## src/rtl/player_ctrl.sv

```systemverilog
// Per-player motion/animation sequencer: samples buttons on frame ticks, negotiates moves with the
// map collision checker over a valid/ack handshake, and sequences death and respawn.
module player_ctrl #(
  parameter int unsigned SPAWN_X    = 32,
  parameter int unsigned SPAWN_Y    = 32,
  parameter int unsigned STEP       = 2,
  parameter int unsigned X_MIN      = 32,
  parameter int unsigned X_MAX      = 576,
  parameter int unsigned Y_MIN      = 32,
  parameter int unsigned Y_MAX      = 416,
  parameter int unsigned ANIM_DIV   = 8,
  parameter int unsigned DIE_FRAMES = 60
) (
  input  logic       clk,
  input  logic       reset,
  input  logic       frame_tick,
  input  logic       btn_up,
  input  logic       btn_down,
  input  logic       btn_left,
  input  logic       btn_right,
  input  logic       hit,
  input  logic       respawn,
  output logic       cand_valid,
  output logic [9:0] cand_x,
  output logic [9:0] cand_y,
  input  logic       cand_ack,
  input  logic       cand_free,
  output logic [9:0] playerX,
  output logic [9:0] playerY,
  output logic [2:0] sprite_num,
  output logic       alive
);

  localparam int unsigned AW = (ANIM_DIV > 1) ? $clog2(ANIM_DIV) : 1;
  localparam int unsigned DW = (DIE_FRAMES > 1) ? $clog2(DIE_FRAMES) : 1;

  // Saturation thresholds precomputed so the clamp never leaves 10-bit range.
  localparam logic [9:0] X_LO   = 10'(X_MIN);
  localparam logic [9:0] X_HI   = 10'(X_MAX - 32);
  localparam logic [9:0] Y_LO   = 10'(Y_MIN);
  localparam logic [9:0] Y_HI   = 10'(Y_MAX - 32);
  localparam logic [9:0] X_LO_S = 10'(X_MIN + STEP);
  localparam logic [9:0] X_HI_S = 10'(X_MAX - 32 - STEP);
  localparam logic [9:0] Y_LO_S = 10'(Y_MIN + STEP);
  localparam logic [9:0] Y_HI_S = 10'(Y_MAX - 32 - STEP);
  localparam logic [9:0] STP    = 10'(STEP);
  localparam logic [AW-1:0] ANIM_LAST = AW'(ANIM_DIV - 1);
  localparam logic [DW-1:0] DIE_LAST  = DW'(DIE_FRAMES - 1);

  typedef enum logic [1:0] {S_IDLE, S_CHECK, S_DYING, S_DEAD} state_t;
  typedef enum logic [1:0] {DIR_DOWN, DIR_UP, DIR_LEFT, DIR_RIGHT} dir_t;

  state_t          state_q, state_d;
  dir_t            dir_q, dir_d, btn_dir;
  logic            btn_any;
  logic [9:0]      x_q, x_d, y_q, y_d, cx_q, cx_d, cy_q, cy_d, nx, ny;
  logic            cv_q, cv_d, phase_q, phase_d;
  logic [AW-1:0]   anim_q, anim_d;
  logic [DW-1:0]   die_q, die_d;

  always_comb begin
    btn_any = btn_up | btn_down | btn_left | btn_right;
    btn_dir = dir_q;
    if (btn_up)         btn_dir = DIR_UP;
    else if (btn_down)  btn_dir = DIR_DOWN;
    else if (btn_left)  btn_dir = DIR_LEFT;
    else if (btn_right) btn_dir = DIR_RIGHT;
    nx = x_q;
    ny = y_q;
    case (btn_dir)
      DIR_UP:    ny = (y_q >= Y_LO_S) ? y_q - STP : Y_LO;
      DIR_DOWN:  ny = (y_q <= Y_HI_S) ? y_q + STP : Y_HI;
      DIR_LEFT:  nx = (x_q >= X_LO_S) ? x_q - STP : X_LO;
      DIR_RIGHT: nx = (x_q <= X_HI_S) ? x_q + STP : X_HI;
      default: ;
    endcase
  end

  always_comb begin
    state_d = state_q;
    dir_d   = dir_q;
    x_d     = x_q;
    y_d     = y_q;
    cx_d    = cx_q;
    cy_d    = cy_q;
    cv_d    = cv_q;
    phase_d = phase_q;
    anim_d  = anim_q;
    die_d   = die_q;
    case (state_q)
      S_IDLE: begin
        if (hit) begin
          state_d = S_DYING;
          cv_d    = 1'b0;
          die_d   = '0;
        end else if (frame_tick) begin
          if (!btn_any) begin
            phase_d = 1'b0;
            anim_d  = '0;
          end else begin
            dir_d = btn_dir;
            // Animation advances on the held button even if the move ends up refused.
            if (anim_q == ANIM_LAST) begin
              anim_d  = '0;
              phase_d = ~phase_q;
            end else begin
              anim_d = anim_q + AW'(1);
            end
            if (nx != x_q || ny != y_q) begin
              cx_d    = nx;
              cy_d    = ny;
              cv_d    = 1'b1;
              state_d = S_CHECK;
            end
          end
        end
      end
      S_CHECK: begin
        if (hit) begin
          state_d = S_DYING;
          cv_d    = 1'b0;
          die_d   = '0;
        end else if (cand_ack) begin
          cv_d    = 1'b0;
          state_d = S_IDLE;
          if (cand_free) begin
            x_d = cx_q;
            y_d = cy_q;
          end
        end
      end
      S_DYING: begin
        if (frame_tick) begin
          if (die_q == DIE_LAST) state_d = S_DEAD;
          else                   die_d   = die_q + DW'(1);
        end
      end
      S_DEAD: begin
        if (respawn) begin
          state_d = S_IDLE;
          x_d     = 10'(SPAWN_X);
          y_d     = 10'(SPAWN_Y);
          dir_d   = DIR_DOWN;
          phase_d = 1'b0;
          anim_d  = '0;
        end
      end
      default: state_d = S_IDLE;
    endcase
  end

  always_ff @(posedge clk) begin
    if (reset) begin
      state_q <= S_IDLE;
      dir_q   <= DIR_DOWN;
      x_q     <= 10'(SPAWN_X);
      y_q     <= 10'(SPAWN_Y);
      cx_q    <= '0;
      cy_q    <= '0;
      cv_q    <= 1'b0;
      phase_q <= 1'b0;
      anim_q  <= '0;
      die_q   <= '0;
    end else begin
      state_q <= state_d;
      dir_q   <= dir_d;
      x_q     <= x_d;
      y_q     <= y_d;
      cx_q    <= cx_d;
      cy_q    <= cy_d;
      cv_q    <= cv_d;
      phase_q <= phase_d;
      anim_q  <= anim_d;
      die_q   <= die_d;
    end
  end

  always_comb begin
    sprite_num = 3'd6;
    if (state_q == S_IDLE || state_q == S_CHECK) begin
      case (dir_q)
        DIR_DOWN: sprite_num = {2'b00, phase_q};
        DIR_UP:   sprite_num = {2'b01, phase_q};
        DIR_LEFT: sprite_num = 3'd4;
        default:  sprite_num = 3'd5;
      endcase
    end
  end

  assign alive      = (state_q == S_IDLE) || (state_q == S_CHECK);
  assign cand_valid = cv_q;
  assign cand_x     = cx_q;
  assign cand_y     = cy_q;
  assign playerX    = x_q;
  assign playerY    = y_q;

endmodule
```

## config.mk

```make
export PLATFORM = sky130hd
export DESIGN_NAME = player_ctrl
export DESIGN_NICKNAME = d
export VERILOG_FILES = /design/src/rtl/player_ctrl.sv
export SDC_FILE = /design/constraint.sdc
export NUM_CORES = 1
export LEC_CHECK = 0
export BUFFER_PORTS_ARGS = -buffer_cell sky130_fd_sc_hd__clkbuf_2
export CAP_MARGIN = 25
export CORE_ASPECT_RATIO = 1.75
export CORE_MARGIN = 2
export CORE_UTILIZATION = 25
export DETAILED_ROUTE_END_ITERATION = 10
export GPL_ROUTABILITY_DRIVEN = 0
export PLACE_DENSITY_LB_ADDON = 0.25
export SLEW_MARGIN = 20
export SYNTH_ARGS = -nofsm -noshare
export SYNTH_HDL_FRONTEND = slang
export SYNTH_SLANG_ARGS = --single-unit
```

## constraint.sdc

```tcl
create_clock -name clk -period 3.55 [get_ports clk]
set_input_delay 0.5325 -clock clk [delete_from_list [all_inputs] [get_ports clk]]
set_output_delay 0.5325 -clock clk [all_outputs]
set_load 0.01 [all_outputs]
```

# Word level (Yosys, flattened, before mapping)
# Cells that the tools add are included.
totals:
  reg_bits: 55
  latchBits: 0
  ramBits: 0
  romBits: 0
  input_bits: 11
  output_inout_bits: 45
  elab_cells: 129
  n_memories: 0
classes:
  addsub: 6
  multipliers: 0
  div_mod_pow: 0
  n_lt_le_gt_ge: 4
  n_eq_ne: 28
  shift: 0
  muxes: 58
  bitwise_logic: 5
  n_reduce_logical: 18
op_table:
  columns: ["cell", "count"]
  rows:
  - ["10-bit two-way mux", 11]
  - ["10-bit case mux with 2 select lines", 4]
  - ["2-bit two-way mux", 16]
  - ["5-bit AND reduction", 5]
  - ["10-bit by 2-bit adder with 10-bit output, second input constant", 2]
  - ["10-bit by 6-bit greater-or-equal comparator with 1-bit output, second input constant", 2]
  - ["10-bit != test", 2]
  - ["2-bit != test, second input constant", 10]
  - ["10-bit by 2-bit subtractor with 10-bit output, second input constant", 2]
  - ["3-bit two-way mux", 6]
  - ["6-bit two-way mux", 3]
  - ["3-bit != test, second input constant", 5]
  - ["6-bit case mux with 2 select lines", 1]
  - ["1-bit two-way mux", 11]
  - ["2-bit == test, second input constant", 5]
  - ["10-bit less-or-equal comparator, second input constant", 1]
  - ["10-bit by 9-bit less-or-equal comparator with 1-bit output, second input constant", 1]
  - ["3-bit case mux with 3 select lines", 1]
  - ["2-bit case mux with 4 select lines", 1]
  - ["4-bit AND reduction", 2]
  - ["2-bit nonzero test", 4]
  - ["7-bit AND reduction", 1]
  - ["6-bit by 1-bit adder with 6-bit output, second input constant", 1]
  - ["2-bit by 1-bit == test with 1-bit output, second input constant", 3]
  - ["other kinds (12)", 19]

# Depth between registers and ports, before layout
depth:
  depth_word: 13
  ltp_mapped: 12
  ltp_nobuf: 10

# Least setup slack after synthesis
# OpenSTA, ideal clock, no wires.
synth_path:
  path_type: "input -> register"
  startpoint: "input btn_down"
  endpoint: "register cy_q[8] (netlist: cand_y[8])"
  setup_ps: 82
  arrival_ps: 3032
  required_ps: 3468
  slack_ps: 435
  stages: 10
  cell_sequence: "clkbuf_1 > nor4_2 > buf_2 > nand3_1 > a32oi_1 > nand4_1 > or4_1 > clkbuf_1 > or4_1 > o2111ai_1"
synth_between:
  elab_chain_len: 7
  word_cells_on_any_way: 15
  cone_classes: "5 x eq/ne; 4 x mux; 3 x bitwise; 3 x reduce/logical"
synth_rtl:
  columns: ["element", "line", "text"]
  rows:
  - ["start: declaration", "18", "input logic btn_down,"]
  - ["2-bit two-way mux", "65", "else if (btn_down) btn_dir = DIR_DOWN;"]
  - ["2-bit two-way mux", "64", "if (btn_up) btn_dir = DIR_UP;"]
  - ["2-bit == test (tied with other cells)", "70", "case (btn_dir)"]
  - ["10-bit case mux with 2 select lines", "70", null]
  - ["10-bit != test", "109", "if (nx != x_q || ny != y_q) begin"]
  - ["1-bit logical OR", "109", null]
  - ["5-bit AND reduction (no line)", null, null]
  - ["end signal: assignment", "170", "cy_q <= cy_d;"]
  - ["end: declaration", "56", "logic [9:0] x_q, x_d, y_q, y_d, cx_q, cx_d, cy_q, cy_d, nx, ny;"]
# Parallel ways exist; a longest one is shown, timed or not.
# A chain may end at the register's enable or synchronous reset.

# Worst setup path in the final report
layout_path:
  startpoint: "register y_q[2] (netlist: playerY[2])"
  endpoint: "register cx_q[9] (netlist: cand_x[9])"
layout_between:
  elab_chain_len: 6
  word_cells_on_any_way: 10
  cone_classes: "2 x add/sub; 2 x order compare; 1 x eq/ne; 3 x mux; 2 x reduce/logical"
layout_rtl:
  columns: ["element", "line", "text"]
  rows:
  - ["start: declaration", "56", null]
  - ["start signal: assignment", "157", "y_q <= 10'(SPAWN_Y);"]
  - ["start signal: assignment", "168", "y_q <= y_d;"]
  - ["10-bit by 2-bit adder with 10-bit output (tied with other cells)", "72", "DIR_DOWN: ny = (y_q <= Y_HI_S) ? y_q + STP : Y_HI;"]
  - ["10-bit two-way mux (on tied branches)", "72, 71", null]
  - ["10-bit case mux with 2 select lines", "70", null]
  - ["10-bit != test *", "109", null]
  - ["1-bit logical OR *", "109", null]
  - ["5-bit AND reduction (no line) *", null, null]
  - ["end signal: assignment", "158", "cx_q <= '0;"]
  - ["end signal: assignment", "169", "cx_q <= cx_d;"]
  - ["end: declaration", "56", null]
# Every way passes the cells marked *; elsewhere a longest branch is shown, timed or not.

==> flow_metrics.tcl <==
set metrics [dict create \
    status "complete, no violations" \
    dp_hpwl_mm 13.37 \
    worstPathCellList "inv_1 > ha_1 > or3b_2 > nor3_1 > o211ai_1 > o311a_1 > nand4_1 > or4_4 > o41a_1 > buf_4 > o22ai_1" \
    rrSetupSlack_ns 0.18 \
    cp_top_family "simple AND/OR/NAND/NOR gates" \
    async_reset_ff_frac 0 \
    final-instance-count-excl-fill 829 \
    yosysTopAreaCell "dfxtp_1" \
    seqPwrFrac 0.453 \
    drt_first_pass_iters 4 \
    hold_viol 0 \
    h-tree-depth 2 \
    grtUsageTotal 0.1957 \
    holdWs_ns 0.4595 \
    period_needed_ns 3.366 \
    start_util 0.2524 \
    antenna_found_initial 0 \
    synthTopCellsByArea "dfxtp_1 27%, a21oi_1 6.5%, nand2_1 5.1%" \
    drv_cap 0 \
    cts_root_buf "clkbuf_16" \
    p_total_w 0.001430 \
    die_area_sq_um 17530 \
    post-route-period-util 0.9482 \
    cp-end-kind "flop" \
    final_common_cell "nand2_1" \
    wl_met1_mm 6.052 \
    swShare 0.2704 \
    cp_data_arrival_time_ns 3.59 \
    synth_top_area_frac 0.2678 \
    mostFrequentLayoutCells "56 x nand2_1, 55 x dfxtp_1, 55 x clkbuf_2" \
    wl_met2_mm 8.714 \
    top_layer "met4" \
    grt_max_degree 31 \
    final_max_slew_viol_count 0 \
    irDropWorstVdd_uv 178.7 \
    finClkSkew_ns 0.004643 \
    timing.slew.headroom 0.3709 \
    cts_num_sinks 55 \
    power-per-cell-area_nw_per_um2 289.2 \
    critPathMaxFanout 12 \
    numPlacedInstances 822 \
    hold_buffers 0 \
    drive_above_1_share 0.2025 \
    syn_to_final_growth_pct 20.27 \
    clockBufferDepth 2 \
    leakage_nw 1.841 \
    avgRoutedWirePerCell_um 20.64 \
    clkTransAtPathRegs_ns 0.07 \
    worstMarginPinSlew_ns 0.9365 \
    dr_wl_met3_um 793 \
    nets 655 \
    cp_slowest_cell "dfxtp_1" \
    path_buf_inv 2 \
    hp-class "in2reg" \
    grt_pass1_vias 4810 \
    syn_area_sq_um 4111 \
    syn_inst 573 \
    synth-edff-count 0 \
    dr_total_vias 4842 \
    ant_nets 0 \
    ios 56 \
    yosys_most_used_dff "dfxtp_1" \
    p_int_w 0.001043 \
    overflow 0 \
    synth-seq-cells 55 \
    die_width_um 100.9 \
    viasPerCell 5.841 \
    critical_path_class "reg2reg" \
    p_switching_w 0.0003867 \
    critPathRequiredTime_ns 3.77 \
    ys.warnings.count 0 \
    first_iter_violations 323 \
    setup_violations 0 \
    tritoncts "built" \
    num-fill-cells 1801 \
    cts_made_buffers 5 \
    whs_path_depth 2 \
    pwr-share-comb 0.162 \
    yosys.cell_types.count 73 \
    die_h_um 173.6 \
    grt_first_pass_wirelength_mm 26.65 \
    timing.setup.tns_ns 0 \
    diodes 0 \
    cp.depth 11 \
    max_freq_mhz 297.1 \
    drt-total-wl_mm 17.11 \
    post-route-util 0.3035 \
    avgSynthCellArea_sq_um 7.175 \
    drc 0 \
    synth_seq_area_share 0.2678 \
    fp.coreArea_sq_um 16290 \
    r2r_cells 11 \
    clock_latency_ns 0.30 \
    io_buffers 55 \
    power.share.clock 0.386 \
    synth_fp_nets 591 \
    slowest_delay_ns 0.62 \
    rsz0062_at_grt "false" \
    start_kind "flop" \
    row_count 62 \
    postCtsSetupRepairBufs 0 \
]
## power groups by stage
stage	Combinational [W]	Sequential, W	Clock, W
floorplan	0.000143	0.000657	0
global placement	0.000224	0.000661	0
detailed placement	0.000229	0.000661	0
CTS	0.000230	0.000647	0.000562
global route	0.000254	0.000648	0.000584
finish	0.000231	0.000647	0.000552
## synthesized netlist by cell type (4+ instances only)
| cell type | count |
|---|---|
| a211oi_1 | 6 |
| a21oi_1 | 53 |
| a31oi_1 | 8 |
| buf_2 | 18 |
| clkbuf_1 | 27 |
| dfxtp_1 | 55 |
| ha_1 | 7 |
| inv_1 | 32 |
| nand2_1 | 56 |
| nand2b_1 | 4 |
| nand3_1 | 38 |
| nand4_1 | 9 |
| nor2_1 | 49 |
| nor2b_1 | 4 |
| nor3_1 | 21 |
| nor3b_1 | 4 |
| nor4_1 | 6 |
| o2111ai_1 | 5 |
| o211ai_1 | 7 |
| o21a_1 | 5 |
| o21ai_0 | 38 |
| o22ai_1 | 5 |
| o32ai_1 | 11 |
| or3_1 | 7 |
| or4_1 | 9 |
## state kept, by name (all words and copies together) (netlist names)
| name | count |
|---|---|
| dir_q | 2 |
| playerX | 10 |
| state_q | 2 |
| die_q | 6 |
| anim_q | 3 |
| phase_q | 1 |
| cand_y | 10 |
| playerY | 10 |
| cand_valid | 1 |
| cand_x | 10 |
## routing by layer
metal	track usage	vias to the layer above
met5	0	-
met4	0.1486	0
met3	0.02621	69
met2	0.3417	217
met1	0.2069	2286
li1	-	2270
## worst paths after layout
kind	start	end
setup / recovery	playerY[2]	cand_x[9]
hold / removal	respawn	state_q[1]
setup reg to reg	playerY[2]	cand_x[9]
hold reg to reg	cand_x[0]	cand_x[0]
## cells by family (layout without fill, tap and decap cells)
group                    count (synthesis)  count (layout)  share of synthesized area
buffers and inverters                   81             145                    0.08491
XOR/XNOR                                 6               6                    0.01278
AO/OA/AOI/OAI                          192             192                     0.3253
multiplexers                             3               3                   0.007608
AND/OR/NAND/NOR                        229             229                     0.2803
flip-flops                              55              55                     0.2678
adder cells (fa/ha/maj)                  7               7                    0.02130
## final cells by class
type | count | area, sq um | share of cell area
clock inverters | 1 | 30.03 | 0.006073
well taps | 192 | 240.2 | 0.04858
clock buffers | 6 | 128.9 | 0.02606
repair buffers | 106 | 660.6 | 0.1336
inverters | 32 | 120.1 | 0.02429
multi-input cells | 437 | 2664 | 0.5387
flip-flops and latches | 55 | 1101 | 0.2227
## per-stage QoR
stage / setup slack [ns] / area (sq um)
floorplan: 0.4352 / 4111
global placement: 0.1695 / 4773
detailed placement: 0.1026 / 4785
CTS: 0.1305 / 4943
global route: 0.002895 / 4945
finish: 0.1840 / 4945
## repair_timing
item | 4_1_cts | 5_1_grt
endpoints found under the setup margin | 0 | 16
endpoints found under the hold margin | 0 | 0
gates resized for setup | 0 | 2
No activity file was read; power rests on OpenSTA's default activity.
